<file path="src/rtl/step_button_ctrl_pkg.sv">
// Shared types for the step-button front end: FSM states, key codes and
// the key decode helper used by the top level.
package step_button_ctrl_pkg;

  // FSM states of the step/auto-repeat controller
  typedef enum logic [1:0] {
    ST_IDLE   = 2'd0,
    ST_DELAY  = 2'd1,
    ST_REPEAT = 2'd2
  } state_e;

  // Decoded key seen by the FSM
  typedef enum logic [1:0] {
    KEY_NONE = 2'd0,
    KEY_UP   = 2'd1,
    KEY_DN   = 2'd2
  } key_e;

  // Exactly one pressed button selects a key; none or both never step.
  function automatic key_e decode_key(input logic up, input logic dn);
    key_e key;
    if (up && !dn) begin
      key = KEY_UP;
    end else if (dn && !up) begin
      key = KEY_DN;
    end else begin
      key = KEY_NONE;
    end
    return key;
  endfunction

endpackage

</file>
<file path="src/rtl/step_button_ctrl_btn_debounce.sv">
// Two-flop synchroniser followed by a stability-counter debouncer for one
// raw push-button. The debounced level flips only after the synchronised
// input has disagreed with it for DEBOUNCE_CYCLES consecutive samples.
module btn_debounce
  import step_button_ctrl_pkg::*;
#(
  parameter int DEBOUNCE_CYCLES = 16
) (
  input  logic clk,
  input  logic rst_n,
  input  logic raw,
  output logic level
);

  localparam int CNT_W = (DEBOUNCE_CYCLES > 1) ? $clog2(DEBOUNCE_CYCLES) : 1;
  localparam logic [CNT_W-1:0] CNT_LAST = CNT_W'(DEBOUNCE_CYCLES - 1);
  localparam logic [CNT_W-1:0] CNT_ONE  = CNT_W'(1);
  localparam logic [CNT_W-1:0] CNT_ZERO = CNT_W'(0);

  logic             sync1_r;
  logic             sync2_r;
  logic             level_r;
  logic [CNT_W-1:0] cnt_r;
  logic             level_nxt_s;
  logic [CNT_W-1:0] cnt_nxt_s;

  // Synchroniser chain: raw goes straight into two flops with no logic between
  always_ff @(posedge clk) begin
    if (!rst_n) begin
      sync1_r <= 1'b0;
      sync2_r <= 1'b0;
    end else begin
      sync1_r <= raw;
      sync2_r <= sync1_r;
    end
  end

  // Stability counter: clear on agreement, count on disagreement, flip at the last count
  always_comb begin
    level_nxt_s = level_r;
    cnt_nxt_s   = cnt_r;
    if (sync2_r == level_r) begin
      cnt_nxt_s = CNT_ZERO;
    end else if (cnt_r == CNT_LAST) begin
      level_nxt_s = sync2_r;
      cnt_nxt_s   = CNT_ZERO;
    end else begin
      cnt_nxt_s = cnt_r + CNT_ONE;
    end
  end

  // Debounce state register
  always_ff @(posedge clk) begin
    if (!rst_n) begin
      level_r <= 1'b0;
      cnt_r   <= CNT_ZERO;
    end else begin
      level_r <= level_nxt_s;
      cnt_r   <= cnt_nxt_s;
    end
  end

  assign level = level_r;

endmodule

</file>
<file path="src/rtl/step_button_ctrl.sv">
// Up/down step-button controller: two debounced buttons are decoded into a
// key, and an IDLE/DELAY/REPEAT FSM turns that key into one-cycle enable
// pulses (first press, then auto-repeat) plus a held direction level that
// drives an up/down counter directly.
module step_button_ctrl
  import step_button_ctrl_pkg::*;
#(
  parameter int DEBOUNCE_CYCLES = 16,
  parameter int REPEAT_DELAY    = 64,
  parameter int REPEAT_PERIOD   = 8,
  parameter int TMR_W           = 16
) (
  input  logic clk,
  input  logic rst_n,
  input  logic btn_up,
  input  logic btn_down,
  output logic enable,
  output logic direction,
  output logic held
);

  localparam logic [TMR_W-1:0] DELAY_LAST  = TMR_W'(REPEAT_DELAY - 1);
  localparam logic [TMR_W-1:0] PERIOD_LAST = TMR_W'(REPEAT_PERIOD - 1);
  localparam logic [TMR_W-1:0] TMR_ONE     = TMR_W'(1);
  localparam logic [TMR_W-1:0] TMR_ZERO    = TMR_W'(0);

  logic             up_level_s;
  logic             dn_level_s;
  key_e             key_s;

  state_e           state_r;
  state_e           state_nxt_s;
  key_e             key_r;
  key_e             key_nxt_s;
  logic [TMR_W-1:0] timer_r;
  logic [TMR_W-1:0] timer_nxt_s;
  logic             enable_r;
  logic             enable_nxt_s;
  logic             direction_r;
  logic             direction_nxt_s;
  logic             held_r;
  logic             held_nxt_s;

  btn_debounce #(
    .DEBOUNCE_CYCLES(DEBOUNCE_CYCLES)
  ) u_db_up (
    .clk  (clk),
    .rst_n(rst_n),
    .raw  (btn_up),
    .level(up_level_s)
  );

  btn_debounce #(
    .DEBOUNCE_CYCLES(DEBOUNCE_CYCLES)
  ) u_db_down (
    .clk  (clk),
    .rst_n(rst_n),
    .raw  (btn_down),
    .level(dn_level_s)
  );

  assign key_s = decode_key(up_level_s, dn_level_s);

  // Next-state, timer and registered-output logic; any key change drops back to IDLE
  always_comb begin
    state_nxt_s     = state_r;
    key_nxt_s       = key_r;
    timer_nxt_s     = timer_r;
    enable_nxt_s    = 1'b0;
    direction_nxt_s = direction_r;
    case (state_r)
      ST_IDLE: begin
        if (key_s != KEY_NONE) begin
          enable_nxt_s    = 1'b1;
          direction_nxt_s = (key_s == KEY_UP);
          key_nxt_s       = key_s;
          timer_nxt_s     = TMR_ZERO;
          state_nxt_s     = ST_DELAY;
        end else begin
          key_nxt_s   = KEY_NONE;
          timer_nxt_s = TMR_ZERO;
        end
      end
      ST_DELAY: begin
        if (key_s != key_r) begin
          key_nxt_s   = KEY_NONE;
          timer_nxt_s = TMR_ZERO;
          state_nxt_s = ST_IDLE;
        end else if (timer_r == DELAY_LAST) begin
          enable_nxt_s = 1'b1;
          timer_nxt_s  = TMR_ZERO;
          state_nxt_s  = ST_REPEAT;
        end else begin
          timer_nxt_s = timer_r + TMR_ONE;
        end
      end
      ST_REPEAT: begin
        if (key_s != key_r) begin
          key_nxt_s   = KEY_NONE;
          timer_nxt_s = TMR_ZERO;
          state_nxt_s = ST_IDLE;
        end else if (timer_r == PERIOD_LAST) begin
          enable_nxt_s = 1'b1;
          timer_nxt_s  = TMR_ZERO;
        end else begin
          timer_nxt_s = timer_r + TMR_ONE;
        end
      end
      default: begin
        key_nxt_s   = KEY_NONE;
        timer_nxt_s = TMR_ZERO;
        state_nxt_s = ST_IDLE;
      end
    endcase
    held_nxt_s = (state_nxt_s != ST_IDLE);
  end

  // FSM state, timer and output registers
  always_ff @(posedge clk) begin
    if (!rst_n) begin
      state_r     <= ST_IDLE;
      key_r       <= KEY_NONE;
      timer_r     <= TMR_ZERO;
      enable_r    <= 1'b0;
      direction_r <= 1'b1;
      held_r      <= 1'b0;
    end else begin
      state_r     <= state_nxt_s;
      key_r       <= key_nxt_s;
      timer_r     <= timer_nxt_s;
      enable_r    <= enable_nxt_s;
      direction_r <= direction_nxt_s;
      held_r      <= held_nxt_s;
    end
  end

  assign enable    = enable_r;
  assign direction = direction_r;
  assign held      = held_r;

endmodule

</file>
<file path="config.mk">
export PLATFORM = sky130hd
export DESIGN_NAME = step_button_ctrl
export DESIGN_NICKNAME = d
export VERILOG_FILES = /design/src/rtl/step_button_ctrl_pkg.sv /design/src/rtl/step_button_ctrl_btn_debounce.sv /design/src/rtl/step_button_ctrl.sv
export SDC_FILE = /design/constraint.sdc
export NUM_CORES = 1
export LEC_CHECK = 0
export CAP_MARGIN = 25
export CORE_MARGIN = 2
export CORE_UTILIZATION = 59
export DETAILED_ROUTE_END_ITERATION = 10
export PLACE_DENSITY = 0.84
export SYNTH_ARGS = -nofsm -noshare
export SYNTH_HDL_FRONTEND = slang
export SYNTH_SLANG_ARGS = --single-unit
export TNS_END_PERCENT = 1
</file>
<file path="constraint.sdc">
create_clock -name clk -period 2.3 [get_ports clk]
set_input_delay 0.345 -clock clk [delete_from_list [all_inputs] [get_ports clk]]
set_output_delay 0.345 -clock clk [all_outputs]
set_load 0.01 [all_outputs]
</file>
==> flow_summary.ini, run 1 <==
[run_status]
status = finished clean

[synth]
syn_inst = 186
synth_edf_count = 0
syn_avg_cell_area_um2 = 9.43
ys_seq_elements = 37
ys_seq_area_share_pct = 42.2
synthTopCellsByArea = dfxtp_1 (42%), ha_1 (7.8%), xor2_1 (7.0%), nor3_1 (4.0%), nand3_1 (3.4%)
synth_top_area_share_pct = 42.2
synth-main-ff-cell = dfxtp_1
syn_nets = 201
ys_async_sr_fraction_pct = 0
syn_area_mm2 = 0.00175
synth_top_area_cell = dfxtp_1
yosys_warnings = 0
synth_cell_type_count = 41

[floorplan]
core.rowCount = 19
die_h_um = 58.5
start_util_pct = 63.1
die_w_um = 58.5
die_area_mm2 = 0.00343
io_pins = 7
core_area_mm2 = 0.00278

[pwr]
p_comb_share_pct = 1.6
peakVddDrop_uv = 479
p_leak_uw = 0.000701
power_density_mw_per_mm2 = 532
intPower_uw = 772
switching_share_pct = 23.3
switchingPower_uw = 235
pwr-share-seq_pct = 64.3
p_clk_share_pct = 34.1

[clock_network]
clkSinkCount = 37
post_cts_buffers = 0
path_clk_slew_ps = 120
cts_buffer_depth = 2
clock_latency_ps = 350
postCtsHoldBufs = 0
cts_max_level = 2
cts_made_buffers = 5
cts_resized = 0
cts_root_buf = clkbuf_4
cts_tree = yes

[route]
wirelength_um = 3000
detail-route-antenna-nets = 0
routed-wl-met3_um = 110
drc = 0
drt-initial-drc-count = 83
dr.pass1.iters = 4
vias_per_cell = 5.85
wl_met1_um = 1360
top_layer_used = met4
wl_per_cell_um = 13.2
dr_wl_met2_um = 1470
vias = 1329

[global_route]
grt_antenna_before_repair = 0
grt_pass1_wl_um = 5270
grt_max_degree = 17
grt_overflow = 0
grt_usage_pct = 20.2
grt_pass1_vias = 1243

[cells_and_area]
n_antenna_cell = 0
syn2layout_area_growth_pct = 7.85
layout_common_cells = dfxtp_1 (37), xor2_1 (14), nor3_1 (14)
fill_cells = 229
final_common_cell = dfxtp_1
layout.nets = 210
drive_above_1_share_pct = 8.67

[timing]
setup_viol = 0
fmax_ghz = 0.499
worst_slack_ps = 295
setup_tns_ps = 0
slew_violations = 0
period_share_pct = 87.2
max-slew-margin-rel_pct = 65.0
rsz0062_at_grt = false
hold_viol = 0
tightest_slew_ps = 524
clock_skew_ps = 11.7
finalCriticalPeriod_ps = 2000
fin_hold_ws_ps = 449

[setup_path]
worst-path-max-fanout = 16
rr_startpoint = u_db_down.level
critPathLaunch = u_db_down.level
r2r_setup_slack_ps = 300
crit_required_ps = 2560
end_kind = flop
startpoint_type = flop
worst_r2r_path_depth = 7
cp.arrival_ps = 2270
critPathKind = reg2reg
r2r_end = timer_r[1]

[place]
gp_congestion = 0.799
dp_worst_setup_slack_ps = 329
portBuffers = 6
dp_hpwl_um = 2170

[hold_path]
min_to = u_db_up.sync2_r
hold_path_depth = 1
worstHoldStart = u_db_up.sync1_r
hp-class = reg2reg

[job]
max_cap_viol_count = 0
==> Yosys cell counts, drive strengths merged, types with 2 or more instances <==
master and count:
ha 11, a211oi 4, nor3b 2, and3 4, and2 5, nor3 14, or3 2, xnor2 5
nand3 13, dfxtp 37, nand3b 2, nand2 13, nand4 7, mux2i 3, o21ai 2, o31ai 2
inv 6, nor4 4, nor2b 4, xor2 14, a21boi 2, nor2 13, or2 2, buf 3
clkbuf 2
==> worst max-delay path, stage by stage, from the launching register on <==
cell     delay, ps
dfxtp_1        440
inv_1          100
ha_1           230
xor2_1         190
nor3b_1        470
nand2_1        100
buf_4          210
nor3b_1        190
==> power by group through the flow <==
stage / Clock [uW] / Sequential, uW / Combinational (uW)
final: 344 / 647 / 16.3
after global routing: 384 / 648 / 18.5
after CTS: 357 / 647 / 16.7
after detailed placement: 0 / 661 / 16.7
after global placement: 0 / 661 / 15.5
after floorplan: 0 / 661 / 8.90
==> sequential cells by signal, indices dropped and copies added (netlist names) <==
signal and flops:
timer_r 16, u_db_down.cnt_r 4, u_db_up.cnt_r 4, key_r 2
state_r 2, direction 1, enable 1, held 1
u_db_down.level 1, u_db_down.sync1_r 1, u_db_down.sync2_r 1, u_db_up.level 1
u_db_up.sync1_r 1, u_db_up.sync2_r 1
==> layer usage <==
layer	global-route usage (%)	vias up
met5	0	-
met4	9.63	0
li1	-	679
met1	24.0	625
met2	33.1	18
met3	6.59	7
==> logic make-up (layout without fill, tap and decap cells) <==
logic type                 Yosys count  count (layout)  synth area share, %
AOI/OAI and AO/OA                   16              16                 7.77
xor gates and xnor gates            19              19                 9.49
adders and majority gates           11              11                 7.85
buffers and inverters               11              21                 2.92
DFF                                 37              37                 42.2
muxes                                3               3                 1.71
and+or+nand+nor                     89              89                 28.0
==> stage by stage <==
step	cells	area [um2]	power [uW]	utilization, %
2_1_floorplan	186	1750	670	-
3_3_place_gp	219	1830	677	65.9
3_5_place_dp	219	1830	678	65.9
4_1_cts	227	1890	1020	68.0
5_1_grt	227	1890	1050	68.0
6_report	227	1890	1010	68.0
==> layout make-up <==
type | count | area (um2) | share of cell area, %
Clock buffer | 5 | 37.5 | 1.98
Clock inverter | 3 | 22.5 | 1.19
Inverter | 6 | 22.5 | 1.19
Multi-Input combinational cell | 138 | 962 | 50.9
Sequential cell | 37 | 741 | 39.2
Tap cell | 31 | 38.8 | 2.05
Timing Repair Buffer | 7 | 67.6 | 3.57
==> worst max path at each step <==
stage	cells after the start	end	slack, ps
floorplan	7	timer_r[2]	490
global placement	7	timer_r[14]	430
detailed placement	7	timer_r[1]	330
CTS	7	timer_r[1]	290
global route	7	timer_r[1]	60
finish	7	timer_r[1]	300
No activity file was read; power rests on OpenSTA's default activity.
==> inputs of run 2 (changes only) <==
REMOVE_ABC_BUFFERS = 1   (was default)
==> flow_summary.ini, run 2 (synthesis results as in run 1) <==
[pwr]
peakVddDrop_uv = 616
p_leak_uw = 0.000701
power_density_mw_per_mm2 = 537
p_comb_share_pct = 1.6
p_clk_share_pct = 34.7
switchingPower_uw = 244
switching_share_pct = 24.0
intPower_uw = 772
pwr-share-seq_pct = 63.7

[place]
dp_worst_setup_slack_ps = 262
portBuffers = 6
gp_congestion = 0.863
dp_hpwl_um = 2420

[cells_and_area]
final_common_cell = dfxtp_1
regMostFlops = timer_r
utilization_pct = 68.0
top_regs = timer_r: 16 flops, u_db_down.cnt_r: 4 flops, u_db_up.cnt_r: 4 flops
syn2layout_area_growth_pct = 7.85
largest_register_ffs = 16
layout_common_cells = dfxtp_1 (37), xor2_1 (14), nor3_1 (14)
drive_above_1_share_pct = 8.67
layout.nets = 210
n_antenna_cell = 0

[clock_network]
cts_made_buffers = 5
clkSinkCount = 37
cts_tree = yes
clock_latency_ps = 360
cts_max_level = 2
post_cts_buffers = 0
cts_buffer_depth = 2
cts_resized = 0
cts_root_buf = clkbuf_4
path_clk_slew_ps = 120
postCtsHoldBufs = 0

[timing]
tightest_slew_ps = 543
max-slew-margin-rel_pct = 63.5
slew_violations = 0
period_share_pct = 92.0
rsz0062_at_grt = false
finalCriticalPeriod_ps = 2120
setup_tns_ps = 0
fmax_ghz = 0.473
clock_skew_ps = 13.0
setup_viol = 0
worst_slack_ps = 185
hold_viol = 0

[global_route]
grt_antenna_before_repair = 0
grt_usage_pct = 23.1
grt_max_degree = 17
grt_pass1_wl_um = 5910
grt_pass1_vias = 1352
grt_overflow = 0

[floorplan]
io_pins = 7
die_area_mm2 = 0.00343
die_w_um = 58.5
start_util_pct = 63.1
core_area_mm2 = 0.00278
core.rowCount = 19
die_h_um = 58.5

[hold_path]
hp-class = reg2reg

[job]
max_cap_viol_count = 0

[route]
dr.pass1.iters = 4
vias_per_cell = 5.95
vias = 1350
detail-route-antenna-nets = 0
drc = 0
dr_wl_met2_um = 1700
drt-initial-drc-count = 75
wl_per_cell_um = 14.9
routed-wl-met3_um = 145
top_layer_used = met4
wl_met1_um = 1470
wirelength_um = 3380

[setup_path]
cp.arrival_ps = 2380
critPathKind = reg2reg
worst-path-max-fanout = 16
end_kind = flop
crit_required_ps = 2570
startpoint_type = flop

[run_status]
status = finished clean
run 2: path summary, 6_finish.rpt:
kind / depth (start not counted) / slack (ps) / start / end
max reg2reg: 7 / 180 / u_db_down.level / timer_r[2]
min reg2reg: 1 / 460 / u_db_down.cnt_r[0] / u_db_down.cnt_r[0]
max: 7 / 180 / u_db_down.level / timer_r[2]
min: 1 / 460 / u_db_down.cnt_r[0] / u_db_down.cnt_r[0]
run 2: layout make-up:
| class | count | area (um2) |
|---|---|---|
| flip-flops and latches | 37 | 741 |
| inverters | 6 | 22.5 |
| clock buffers | 5 | 37.5 |
| repair buffers | 7 | 67.6 |
| fillers | 228 | 890 |
| clock inverters | 3 | 22.5 |
| multi-input cells | 138 | 962 |
| well taps | 31 | 38.8 |
run 2: per-layer routing:
metal | vias to the layer above | GRT usage (%)
li1 | 675 | -
met1 | 638 | 24.8
met2 | 28 | 40.1
met3 | 9 | 8.13
met4 | 0 | 11.0
met5 | - | 0
run 2: power groups by stage:
stage                     Sequential, uW  Clock (uW)  Combinational, uW
final                                647         352               16.7
after global routing                 648         395               18.8
after CTS                            647         361               16.7
after detailed placement             662           0               16.5
after global placement               661           0               15.5
after floorplan                      661           0               7.45
run 2: stage by stage:
stage,hold slack [ps],total power (uW),area [um2],std cells
floorplan,407,668,1730,181
global placement,417,677,1830,219
detailed placement,428,678,1830,219
CTS,457,1020,1890,227
global route,481,1060,1890,227
finish,458,1020,1890,227
run 2: worst max-delay path, cell delays in order, from the launching register on:
cell,delay [ps]
dfxtp_1,470
inv_1,110
ha_1,240
xor2_1,190
nor3b_1,470
nand2_1,120
buf_4,220
nor3_1,200
==> inputs of run 3 (changes only) <==
CTS_CLUSTER_DIAMETER = 60   (was default)
SKIP_LAST_GASP = 1   (was default)
==> results of run 3 <==
Final layout, timing and power as in run 2 (identical DEF).
